### config.mk
export PLATFORM = sky130hd
export DESIGN_NAME = cache_writeback_ctrl
export DESIGN_NICKNAME = d
export VERILOG_FILES = /design/src/rtl/cache_writeback_ctrl_pkg.sv /design/src/rtl/cache_writeback_ctrl.sv
export SDC_FILE = /design/constraint.sdc
export NUM_CORES = 1
export LEC_CHECK = 0
export CAP_MARGIN = 20
export CORE_MARGIN = 1.5
export CORE_UTILIZATION = 45
export CTS_CLUSTER_SIZE = 16
export DETAILED_ROUTE_END_ITERATION = 10
export GPL_ROUTABILITY_DRIVEN = 0
export PLACE_DENSITY = 0.76
export SLEW_MARGIN = 20
export SYNTH_ARGS = -nofsm -noshare
export SYNTH_HDL_FRONTEND = slang
export SYNTH_SLANG_ARGS = --single-unit
### constraint.sdc
create_clock -name clk -period 4.3 [get_ports clk]
set_clock_uncertainty 0.05 [all_clocks]
set_input_delay 1.075 -clock clk [delete_from_list [all_inputs] [get_ports clk]]
set_output_delay 1.075 -clock clk [all_outputs]
set_load 0.01 [all_outputs]
### src/rtl/cache_writeback_ctrl_pkg.sv
// Shared cache package: writeback FSM state encoding
// and address-offset helpers.
package cache_writeback_ctrl_pkg;

    typedef enum logic [2:0] {
        S_IDLE,
        S_RD,
        S_CHK,
        S_AW,
        S_W,
        S_B,
        S_CLR,
        S_DONE
    } wb_state_e;

    localparam int WORD_BYTES = 4;
    localparam int OFFSET_W_DEFAULT = 5;

    function automatic int offset_w(input int line_words);
        return $clog2(line_words * WORD_BYTES);
    endfunction

endpackage

### src/rtl/cache_writeback_ctrl.sv
// Dirty-line writeback controller: checks the dirty bit,
// bursts a victim line out, then clears the dirty bit.
module cache_writeback_ctrl
    import cache_writeback_ctrl_pkg::*;
#(
    parameter int LINE_WORDS = 8,
    parameter int INDEX_W    = 8
) (
    input  logic                                        clk,
    input  logic                                        resetn,
    input  logic                                        evict_req,
    input  logic [INDEX_W-1:0]                          evict_index,
    input  logic [32-INDEX_W-offset_w(LINE_WORDS)-1:0]  evict_tag,
    input  logic [LINE_WORDS*32-1:0]                    evict_line,
    output logic                                        evict_ready,
    output logic                                        evict_done,
    output logic                                        evict_dirty,
    output logic [INDEX_W-1:0]                          dirty_addr,
    output logic                                        dirty_we,
    output logic                                        dirty_din,
    input  logic                                        dirty_dout,
    output logic                                        aw_valid,
    output logic [31:0]                                 aw_addr,
    input  logic                                        aw_ready,
    output logic                                        w_valid,
    output logic [31:0]                                 w_data,
    output logic                                        w_last,
    input  logic                                        w_ready,
    input  logic                                        b_valid
);

    localparam int OFF_W = offset_w(LINE_WORDS);
    localparam int TAG_W = 32 - INDEX_W - OFF_W;
    localparam int CNT_W = $clog2(LINE_WORDS);
    localparam logic [CNT_W-1:0] LAST = CNT_W'(LINE_WORDS - 1);

    wb_state_e          state_q;
    wb_state_e          state_d;
    logic [CNT_W-1:0]   cnt_q;
    logic [CNT_W-1:0]   cnt_d;
    logic               dirty_q;
    logic               dirty_d;
    logic               capture;
    logic [INDEX_W-1:0] idx_q;
    logic [TAG_W-1:0]   tag_q;
    logic [31:0]        line_q [LINE_WORDS];

    assign evict_dirty = dirty_q;

    // State, beat counter and captured dirty flag
    always_ff @(posedge clk or negedge resetn) begin
        if (!resetn) begin
            state_q <= S_IDLE;
            cnt_q   <= '0;
            dirty_q <= 1'b0;
        end else begin
            state_q <= state_d;
            cnt_q   <= cnt_d;
            dirty_q <= dirty_d;
        end
    end

    // Victim snapshot, taken once when the request is accepted
    always_ff @(posedge clk or negedge resetn) begin
        if (!resetn) begin
            idx_q <= '0;
            tag_q <= '0;
            for (int k = 0; k < LINE_WORDS; k++) begin
                line_q[k] <= '0;
            end
        end else if (capture) begin
            idx_q <= evict_index;
            tag_q <= evict_tag;
            for (int k = 0; k < LINE_WORDS; k++) begin
                line_q[k] <= evict_line[k*32 +: 32];
            end
        end
    end

    // Next-state and output decode; outputs idle unless a state drives them
    always_comb begin
        state_d     = state_q;
        cnt_d       = cnt_q;
        dirty_d     = dirty_q;
        capture     = 1'b0;
        evict_ready = 1'b0;
        evict_done  = 1'b0;
        dirty_addr  = '0;
        dirty_we    = 1'b0;
        dirty_din   = 1'b0;
        aw_valid    = 1'b0;
        aw_addr     = '0;
        w_valid     = 1'b0;
        w_data      = '0;
        w_last      = 1'b0;
        unique case (state_q)
            S_IDLE: begin
                evict_ready = 1'b1;
                if (evict_req) begin
                    capture = 1'b1;
                    state_d = S_RD;
                end
            end
            S_RD: begin
                dirty_addr = idx_q;
                state_d    = S_CHK;
            end
            S_CHK: begin
                dirty_d = dirty_dout;
                if (dirty_dout) begin
                    cnt_d   = '0;
                    state_d = S_AW;
                end else begin
                    state_d = S_DONE;
                end
            end
            S_AW: begin
                aw_valid = 1'b1;
                aw_addr  = {tag_q, idx_q, {OFF_W{1'b0}}};
                if (aw_ready) begin
                    state_d = S_W;
                end
            end
            S_W: begin
                w_valid = 1'b1;
                w_data  = line_q[cnt_q];
                w_last  = (cnt_q == LAST);
                if (w_ready) begin
                    if (cnt_q == LAST) begin
                        state_d = S_B;
                    end else begin
                        cnt_d = cnt_q + 1'b1;
                    end
                end
            end
            S_B: begin
                if (b_valid) begin
                    state_d = S_CLR;
                end
            end
            S_CLR: begin
                dirty_addr = idx_q;
                dirty_we   = 1'b1;
                dirty_din  = 1'b0;
                state_d    = S_DONE;
            end
            S_DONE: begin
                evict_done = 1'b1;
                state_d    = S_IDLE;
            end
            default: begin
                state_d = S_IDLE;
            end
        endcase
    end

endmodule

==> impl_metrics.tcl <==
set metrics [dict create \
    finalCriticalPeriod_ns 4.004 \
    vias 8353 \
    outcome "completed" \
    p_clk_frac 0.242 \
    overflow 0 \
    drt_first_pass_iters 4 \
    grt_pass1_wl_um 52070 \
    ys_seq_elements 290 \
    crit_fanout 21 \
    dpl.hpwl_um 23480 \
    critPathTopFamily "buffers and inverters" \
    ir_drop_mv 0.3751 \
    chipHeight_um 174.5 \
    io_buffers 363 \
    whs_path_depth 1 \
    clockBufferDepth 3 \
    syn_avg_cell_area_sq_um 16.20 \
    hold_path_end "line_q[80]" \
    regArea_sq_um 7264 \
    antenna_found_initial 5 \
    slowest_delay_ns 0.55 \
    insertion_delay_ns 0.54 \
    cp.arrival_ns 2.88 \
    hold_buffers 0 \
    nFillCells 2193 \
    p_int_uw 8273 \
    track_usage 0.2199 \
    cts.htree.levels 1 \
    pwr-share-comb 0.334 \
    leakage_uw 0.007531 \
    final-hold-violation-count 0 \
    first_iter_violations 398 \
    hp-class "reg2reg" \
    post-place-ws_ns 0.6485 \
    worstHoldStart "line_q[80]" \
    reg2reg_from "state_q[0]" \
    cp-start-kind "flop" \
    cts_tree "done" \
    start_util 0.4586 \
    worst_slew_pin_slew_ns 0.7229 \
    core-area_sq_um 28860 \
    drt-wirelength-per-cell_um 20.73 \
    maxSlewViolCount 0 \
    synth_top_area_cell "dfrtp_1" \
    slew_headroom 0.5181 \
    p_seq_frac 0.424 \
    ys_seq_area_frac 0.5483 \
    cp_slowest_cell "clkdlybuf4s50_1" \
    fmax_mhz 249.7 \
    wirelength_um 32850 \
    ant_nets 0 \
    syn-cell-area_sq_um 13240 \
    grt_pass1_vias 9306 \
    numCtsBuffers 31 \
    fp.dieW_um 174.5 \
    rrSetupSlack_ns 1.75 \
    synthDominantCellAreaShare 0.5483 \
    pin_count 370 \
    grt_max_degree 84 \
    worstPathRequired_ns 3.17 \
    p_sw_uw 3256 \
    setup_tns_ns 0 \
    powerDensity_nw_per_um2 631.4 \
    finalSetupViolations 0 \
    ys_top_cells_by_area "dfrtp_1 (55%), mux2_1 (23%), mux4_2 (11%), buf_6 (3.0%), a22o_1 (2.1%)" \
    reg2reg_depth 6 \
    area_delta_synth_final_pct 37.97 \
    fin_ws_ns 0.2958 \
    root_buffer "clkbuf_16" \
    multi_input_area_sq_um 5466 \
    worstReg2RegEnd "line_q[118]" \
    critical_path_buf_inv_count 3 \
    crit_type "reg2out" \
    period_share 0.9312 \
    rows 62 \
    fin_nets 1470 \
    layout-drive-gt1-share 0.1260 \
    cts.sinks 290 \
    syn-instance-count 817 \
    rsz0062_at_grt "no" \
    path_cells "inv_1, ha_1, and2_1, nor2b_4, buf_12, a22o_1, clkdlybuf4s50_1" \
    synth_warnings 0 \
    utilization 0.6328 \
    swShare 0.2824 \
    synthDistinctLibCells 30 \
    viasPerCell 5.270 \
    maxCapViolations 0 \
    drc_errors 0 \
    fp.dieArea_sq_um 30450 \
    clkTransAtPathRegs_ns 0.06 \
    cp-end-kind "output port" \
]
==> metal layers <==
| layer | GRT usage | up-vias | part of all wire |
|---|---|---|---|
| li1 | - | 3735 | - |
| met1 | 0.2947 | 4244 | 0.42 |
| met2 | 0.3556 | 308 | 0.47 |
| met3 | 0.04768 | 64 | 0.072 |
| met4 | 0.07728 | 2 | 0.035 |
| met5 | 0 | - | 0.00033 |
==> placed cells by master (no fill, tap or decap), types with 2 or more instances in the layout <==
master	n
nor2_1	2
nand3_1	5
nor2b_1	11
mux2_1	273
nand2_1	6
dfrtp_1	288
inv_1	4
ha_1	6
mux2_2	11
buf_4	8
buf_12	12
clkbuf_8	10
conb_1	6
bufinv_16	4
clkbuf_1	7
diode_2	3
nor3_1	3
dfrtp_4	2
a22o_1	32
clkdlybuf4s50_1	362
clkbuf_16	31
o21ai_0	2
a21oi_1	2
and2_1	29
clkinv_2	4
o31ai_1	2
mux4_2	64
==> timing repair <==
action / in CTS / in global routing
setup endpoints to repair: 0 / 21
gates resized for setup: 0 / 0
buffers inserted: 0 / 1
==> worst max-delay path by stage <==
| stage | from | depth (start not counted) | endpoint | slack [ns] |
|---|---|---|---|---|
| 3_5_place_dp | state_q[0] | 7 | w_data[30] | 0.65 |
| 4_1_cts | state_q[0] | 7 | w_data[30] | 0.03 |
| 3_3_place_gp | state_q[0] | 7 | w_data[30] | 0.76 |
| 6_report | state_q[0] | 7 | w_data[0] | 0.30 |
| 5_1_grt | state_q[0] | 7 | w_data[0] | 0.15 |
| 2_1_floorplan | state_q[0] | 8 | w_data[21] | 1.57 |
==> metrics by stage <==
| stage | cells | instance area (sq um) | hold WS, ns | power, uW |
|---|---|---|---|---|
| final | 1585 | 18260 | 0.4363 | 11530 |
| after global routing | 1584 | 18260 | 0.4470 | 12230 |
| after CTS | 1581 | 18230 | 0.4401 | 11680 |
| after detailed placement | 1524 | 17150 | 0.4255 | 8832 |
| after global placement | 1524 | 17150 | 0.4173 | 8651 |
| after floorplan | 822 | 13250 | 0.4056 | 7451 |
==> cell usage after synthesis, drive strengths merged <==
cell type	number
and2	29
nand3	5
a21oi	2
and2b	1
mux2i	1
nor2	2
ha	6
o31ai	2
o21ai	2
dfrtp	290
mux4	64
a31oi	1
buf	55
nand2	7
nor3	3
nand3b	1
a22o	32
clkbuf	9
inv	4
nand2b	1
nand4b	1
mux2	284
and3	2
nor2b	12
conb	1
==> worst reg2reg max path, cell delays in order, from the launching register on <==
cell	delay (ns)
dfrtp_1	0.38
inv_1	0.10
ha_1	0.29
and2b_1	0.27
nand2_8	0.53
buf_4	0.44
mux2_1	0.37
==> registers in the layout (all words and copies together) (netlist names) <==
signal	cells
line_q	256
cnt_q	3
idx_q	8
evict_dirty	1
tag_q	19
state_q	3
==> power groups by stage <==
| stage | registers, uW | logic, uW | clock network, uW |
|---|---|---|---|
| 2_1_floorplan | 4580 | 2870 | 0 |
| 3_3_place_gp | 4870 | 3780 | 0 |
| 3_5_place_dp | 4940 | 3890 | 0 |
| 4_1_cts | 4910 | 3920 | 2860 |
| 5_1_grt | 5070 | 4200 | 2960 |
| 6_report | 4890 | 3850 | 2790 |
==> final cells by class <==
class,instances,share of cell area
Sequential cell,290,0.3978
Multi-Input combinational cell,464,0.2994
Timing Repair Buffer,383,0.2157
Clock buffer,48,0.05146
Tap cell,384,0.02631
Clock inverter,9,0.008086
Inverter,4,0.0008223
Antenna cell,3,0.0004111
==> cell families after synthesis <==
kind of cell / count (synthesis) / share of synthesized area
AOI/OAI and AO/OA: 39 / 0.02430
DFF: 290 / 0.5483
adders and majority gates: 6 / 0.005672
other: 1 / 0.0002833
muxes: 349 / 0.3513
buffers and inverters: 68 / 0.04178
and+or+nand+nor: 64 / 0.02836
(Power assumes the default switching activity.)
